**src/rtl/inst_fetch.sv**
```systemverilog
// inst_fetch: instruction fetch stage with stall hold, pending branch target and flush/abort of in-flight requests.
module inst_fetch (
    input  logic        clk,
    input  logic        rst,
    input  logic        stall,
    input  logic        flush,
    input  logic [31:0] flush_pc,
    input  logic        br_flag,
    input  logic [31:0] br_addr,
    output logic        ibus_en,
    output logic [31:0] ibus_addr,
    input  logic [31:0] ibus_rdata,
    input  logic        ibus_ack,
    output logic [31:0] if_pc,
    output logic [31:0] if_pcp4,
    output logic [31:0] if_inst,
    output logic [3:0]  if_excp,
    output logic        if_stallreq
);
    typedef enum logic [1:0] {BOOT, FETCH, HOLD, ABORT} state_t;
    state_t state, state_nxt;
    logic [31:0] pc, inst_buf, pend_addr, redir_addr, next_pc;
    logic pend, misal, valid, handoff;

    assign misal = pc[1:0] != 2'b00;
    assign valid = (state == FETCH && (ibus_ack || misal)) || state == HOLD;
    assign handoff = valid && !stall && !flush;
    assign ibus_en = (state == FETCH && !misal) || state == ABORT;
    assign ibus_addr = pc;
    assign if_pc = pc;
    assign if_pcp4 = pc + 32'd4;
    assign if_inst = (state == FETCH && ibus_ack && !misal) ? ibus_rdata : (state == HOLD) ? inst_buf : 32'd0;
    assign if_excp = ((state == FETCH || state == HOLD) && misal) ? 4'd1 : 4'd0;
    assign if_stallreq = state == BOOT || state == ABORT || (state == FETCH && !valid);
    assign next_pc = br_flag ? br_addr : pend ? pend_addr : pc + 32'd4;

    always_comb begin
        state_nxt = state;
        if (flush)
            state_nxt = (ibus_en && !ibus_ack) ? ABORT : FETCH;
        else if (handoff || state == BOOT || (state == ABORT && ibus_ack))
            state_nxt = FETCH;
        else if (state == FETCH && valid)
            state_nxt = HOLD;
    end

    always_ff @(posedge clk) begin
        if (rst)
            state <= BOOT;
        else
            state <= state_nxt;
    end

    // An in-flight request cannot be cancelled, so a flush during it parks the target in redir_addr.
    always_ff @(posedge clk) begin
        if (rst) begin
            pc <= 32'hBFC0_0000;
            pend <= 1'b0;
            pend_addr <= 32'd0;
            inst_buf <= 32'd0;
            redir_addr <= 32'd0;
        end else if (flush) begin
            pend <= 1'b0;
            if (ibus_en && !ibus_ack)
                redir_addr <= flush_pc;
            else
                pc <= flush_pc;
        end else if (handoff) begin
            pc <= next_pc;
            pend <= 1'b0;
        end else begin
            if (br_flag && state != ABORT) begin
                pend <= 1'b1;
                pend_addr <= br_addr;
            end
            if (state == FETCH && valid)
                inst_buf <= if_inst;
            if (state == ABORT && ibus_ack)
                pc <= redir_addr;
        end
    end
endmodule

```
**config.mk**
```make
export PLATFORM = sky130hd
export DESIGN_NAME = inst_fetch
export DESIGN_NICKNAME = d
export VERILOG_FILES = /design/src/rtl/inst_fetch.sv
export SDC_FILE = /design/constraint.sdc
export NUM_CORES = 1
export LEC_CHECK = 0
export ABC_AREA = 1
export CAP_MARGIN = 0
export CORE_ASPECT_RATIO = 1.4
export CORE_MARGIN = 8
export CORE_UTILIZATION = 35
export CTS_BUF_LIST = sky130_fd_sc_hd__clkbuf_8
export CTS_CLUSTER_SIZE = 20
export DETAILED_ROUTE_END_ITERATION = 8
export GPL_TIMING_DRIVEN = 0
export HOLD_SLACK_MARGIN = 0.08
export RECOVER_POWER = 100
export SETUP_SLACK_MARGIN = 0.02
export SLEW_MARGIN = 0
export SYNTH_ARGS = -nofsm -noshare
export SYNTH_HDL_FRONTEND = slang
export SYNTH_SLANG_ARGS = --single-unit
```
**constraint.sdc**
```tcl
create_clock -name clk -period 3.4 [get_ports clk]
set_input_delay 0.68 -clock clk [delete_from_list [all_inputs] [get_ports clk]]
set_output_delay 0.68 -clock clk [all_outputs]
set_load 0.1 [all_outputs]
```
==> flow_metrics.env <==
export IMPL_cts_sinks=131
export IMPL_crit_required_ps=2720
export IMPL_dp_hpwl_um=24100
export IMPL_synth_edff_count=0
export IMPL_vias=8424
export IMPL_period_minus_slack_ps=3290
export IMPL_cts_max_path_buffers=2
export IMPL_drtPass1Iterations=5
export IMPL_syn_area_um2=7550
export IMPL_drc_errors=0
export IMPL_cts_resized=258
export IMPL_syn_area_per_cell_um2=6.44
export IMPL_powerDensity_nw_per_um2=531
export IMPL_layout_drive_gt1_share=0.125
export IMPL_finalSetupViolCount=0
export IMPL_power_mw=5.64
export IMPL_clock_fmax_mhz=304
export IMPL_ys_seq_area_frac=0.347
export IMPL_wirelength_um=30000
export IMPL_fillers=2201
export IMPL_finalCritPeriodShare=0.967
export IMPL_wl_met3_um=2400
export IMPL_grt_usage=0.225
export IMPL_drt_met1_wl_um=11600
export IMPL_yosysWarnings=0
export IMPL_drv_slew=0
export IMPL_switching_share=0.464
export IMPL_die_area_um2=26600
export IMPL_drv_cap=0
export IMPL_cp_end_kind="primary output"
export IMPL_ys_ff_latch=131
export IMPL_comb_power_share=0.419
export IMPL_coreArea_um2=21200
export IMPL_ff_latch_area_um2=2630
export IMPL_clkSlewWorstSetupHoldPaths_ps=80
export IMPL_rows=63
export IMPL_cp_max_fo=8
export IMPL_sequentialPowerShare=0.317
export IMPL_grt_pass1_wl_um=47100
export IMPL_hold_buffers=0
export IMPL_antenna_cells=0
export IMPL_leakage_nw=4.50
export IMPL_pin_count=236
export IMPL_insertion_delay_ps=460
export IMPL_worst_pin_slew_ps=1210
export IMPL_peakVddDrop_v=0.000208
export IMPL_die_w_um=140
export IMPL_final_cell_mix="nand2_1, o21ai_0, a21oi_1"
export IMPL_synth_cell_types=41
export IMPL_p_clk_frac=0.265
export IMPL_cts_buffers=17
export IMPL_antenna_found_initial=0
export IMPL_synthFlopType="dfxtp_1"
export IMPL_nets=1532
export IMPL_dieHeight_um=190
export IMPL_power_switching_mw=2.61
export IMPL_initial_core_util=0.356
export IMPL_dp_worst_setup_slack_ps=-611
export IMPL_drtAntennaViolNets=0
export IMPL_critPathLaunchType="flip-flop"
export IMPL_arrival_ps=2610
export IMPL_overflow=0
export IMPL_area_growth_pct=40.5
export IMPL_grt_max_degree=17
export IMPL_place_gp_congestion=0.895
export IMPL_async_flop_share=0
export IMPL_synth_cells=1173
export IMPL_setup_ws_ps=112
export IMPL_max_slew_margin=0.196
export IMPL_wl_met2_um=15000
export IMPL_fin_worst_skew_ps=11.4
export IMPL_finalHoldViolations=0
export IMPL_final_common_cell="nand2_1"
export IMPL_rsz0062_at_grt="no"
export IMPL_drt_iter0_markers=675
export IMPL_htreeDepth=4
export IMPL_top_layer="met4"
export IMPL_cts_tree="built"
export IMPL_portBuffers=231
export IMPL_cts_root_buf="clkbuf_8"
export IMPL_worst_setup_path_type="flip-flop to primary output"
export IMPL_hold_path_class="flip-flop to flip-flop"
export IMPL_vias_per_cell=4.96
export IMPL_outcome="complete, no violations"
export IMPL_rrSetupSlack_ps=350
export IMPL_wire_per_inst_um=17.7
export IMPL_p_int_mw=3.02
export IMPL_multiInputGateArea_um2=3990
export IMPL_post_cts_buffers=0
export IMPL_grt_pass1_vias=8445
==> logic make-up after synthesis <==
| group | after synthesis | synth area share |
|---|---|---|
| AO/OA/AOI/OAI | 346 | 0.235 |
| XOR/XNOR | 18 | 0.0219 |
| adder cells (fa/ha/maj) | 5 | 0.00828 |
| buffers and inverters | 251 | 0.151 |
| flip-flops | 131 | 0.347 |
| other | 1 | 0.000496 |
| AND/OR/NAND/NOR | 421 | 0.237 |
==> state kept, by name, indices dropped and copies added (netlist names) <==
name        cells
pend            1
state           2
inst_buf       32
ibus_addr      32
redir_addr     32
pend_addr      32
==> power by group through the flow <==
| stage | logic [mW] | clock network, mW | registers [mW] |
|---|---|---|---|
| after floorplan | 1.50 | 0 | 2.11 |
| after global placement | 2.46 | 0 | 1.82 |
| after detailed placement | 2.47 | 0 | 1.82 |
| after CTS | 2.44 | 1.51 | 1.79 |
| after global routing | 2.49 | 1.57 | 1.81 |
| final | 2.36 | 1.49 | 1.79 |
==> worst max-delay path, cell delays in order, from the launching register on <==
cell             delay, ps
dfxtp_1                560
nand3_2                230
nor2_4                 270
nand2_1                260
xnor2_2                240
clkdlybuf4s15_2        590
==> per-layer routing <==
layer	up-vias	global-route usage
met2	352	0.397
met1	3773	0.245
met5	-	0
met4	0	0.0989
met3	58	0.0660
li1	4241	-
==> cells in the mapped netlist, types with 2 or more instances <==
cell type,number,share of area
a21o_1,2,0.0020
a21oi_1,150,0.099
a22o_1,2,0.0023
a31oi_1,3,0.0025
buf_1,5,0.0025
buf_2,18,0.012
buf_4,42,0.042
buf_6,2,0.0030
clkbuf_1,43,0.021
dfxtp_1,131,0.35
ha_1,5,0.0083
inv_1,135,0.067
inv_2,4,0.0020
nand2_1,207,0.10
nand2_2,5,0.0041
nand3_1,65,0.043
nand3_2,3,0.0040
nand3b_1,4,0.0040
nor2_1,117,0.058
nor2_2,2,0.0017
nor2_4,4,0.0060
nor3_1,8,0.0053
o211ai_1,3,0.0030
o21ai_0,158,0.10
o21ai_1,24,0.016
xnor2_1,4,0.0046
xor2_1,13,0.015
==> per-stage QoR <==
stage	TNS, ps	utilization	hold slack (ps)	instances	instance area [µm²]
6_report	0	0.500	449	1698	10600
5_1_grt	0	0.500	461	1698	10600
4_1_cts	0	0.509	450	1698	10800
3_5_place_dp	-19470	0.494	437	1666	10500
3_3_place_gp	-19180	0.494	433	1666	10500
2_1_floorplan	-27670	-	424	1175	7840
==> area by class of cell <==
type / instances / area share
Multi-Input combinational cell: 793 / 0.376
Timing Repair Buffer: 231 / 0.199
Sequential cell: 131 / 0.248
Inverter: 140 / 0.0498
Clock inverter: 14 / 0.0177
Buffer: 111 / 0.0559
Clock buffer: 18 / 0.0233
Tap cell: 260 / 0.0307
==> worst paths after layout <==
kind,depth (start not counted),startpoint,end
setup / recovery,5,ibus_addr[4]$_SDFFE_PP0P_,if_pcp4[11]
hold / removal,2,inst_buf[20]$_SDFFE_PP0P_,inst_buf[20]$_SDFFE_PP0P_
setup reg to reg,14,state[0]$_SDFFE_PP0P_,ibus_addr[21]$_SDFFE_PP0P_
hold reg to reg,2,inst_buf[20]$_SDFFE_PP0P_,inst_buf[20]$_SDFFE_PP0P_
Note: power is estimated with default switching activity, not from simulation.
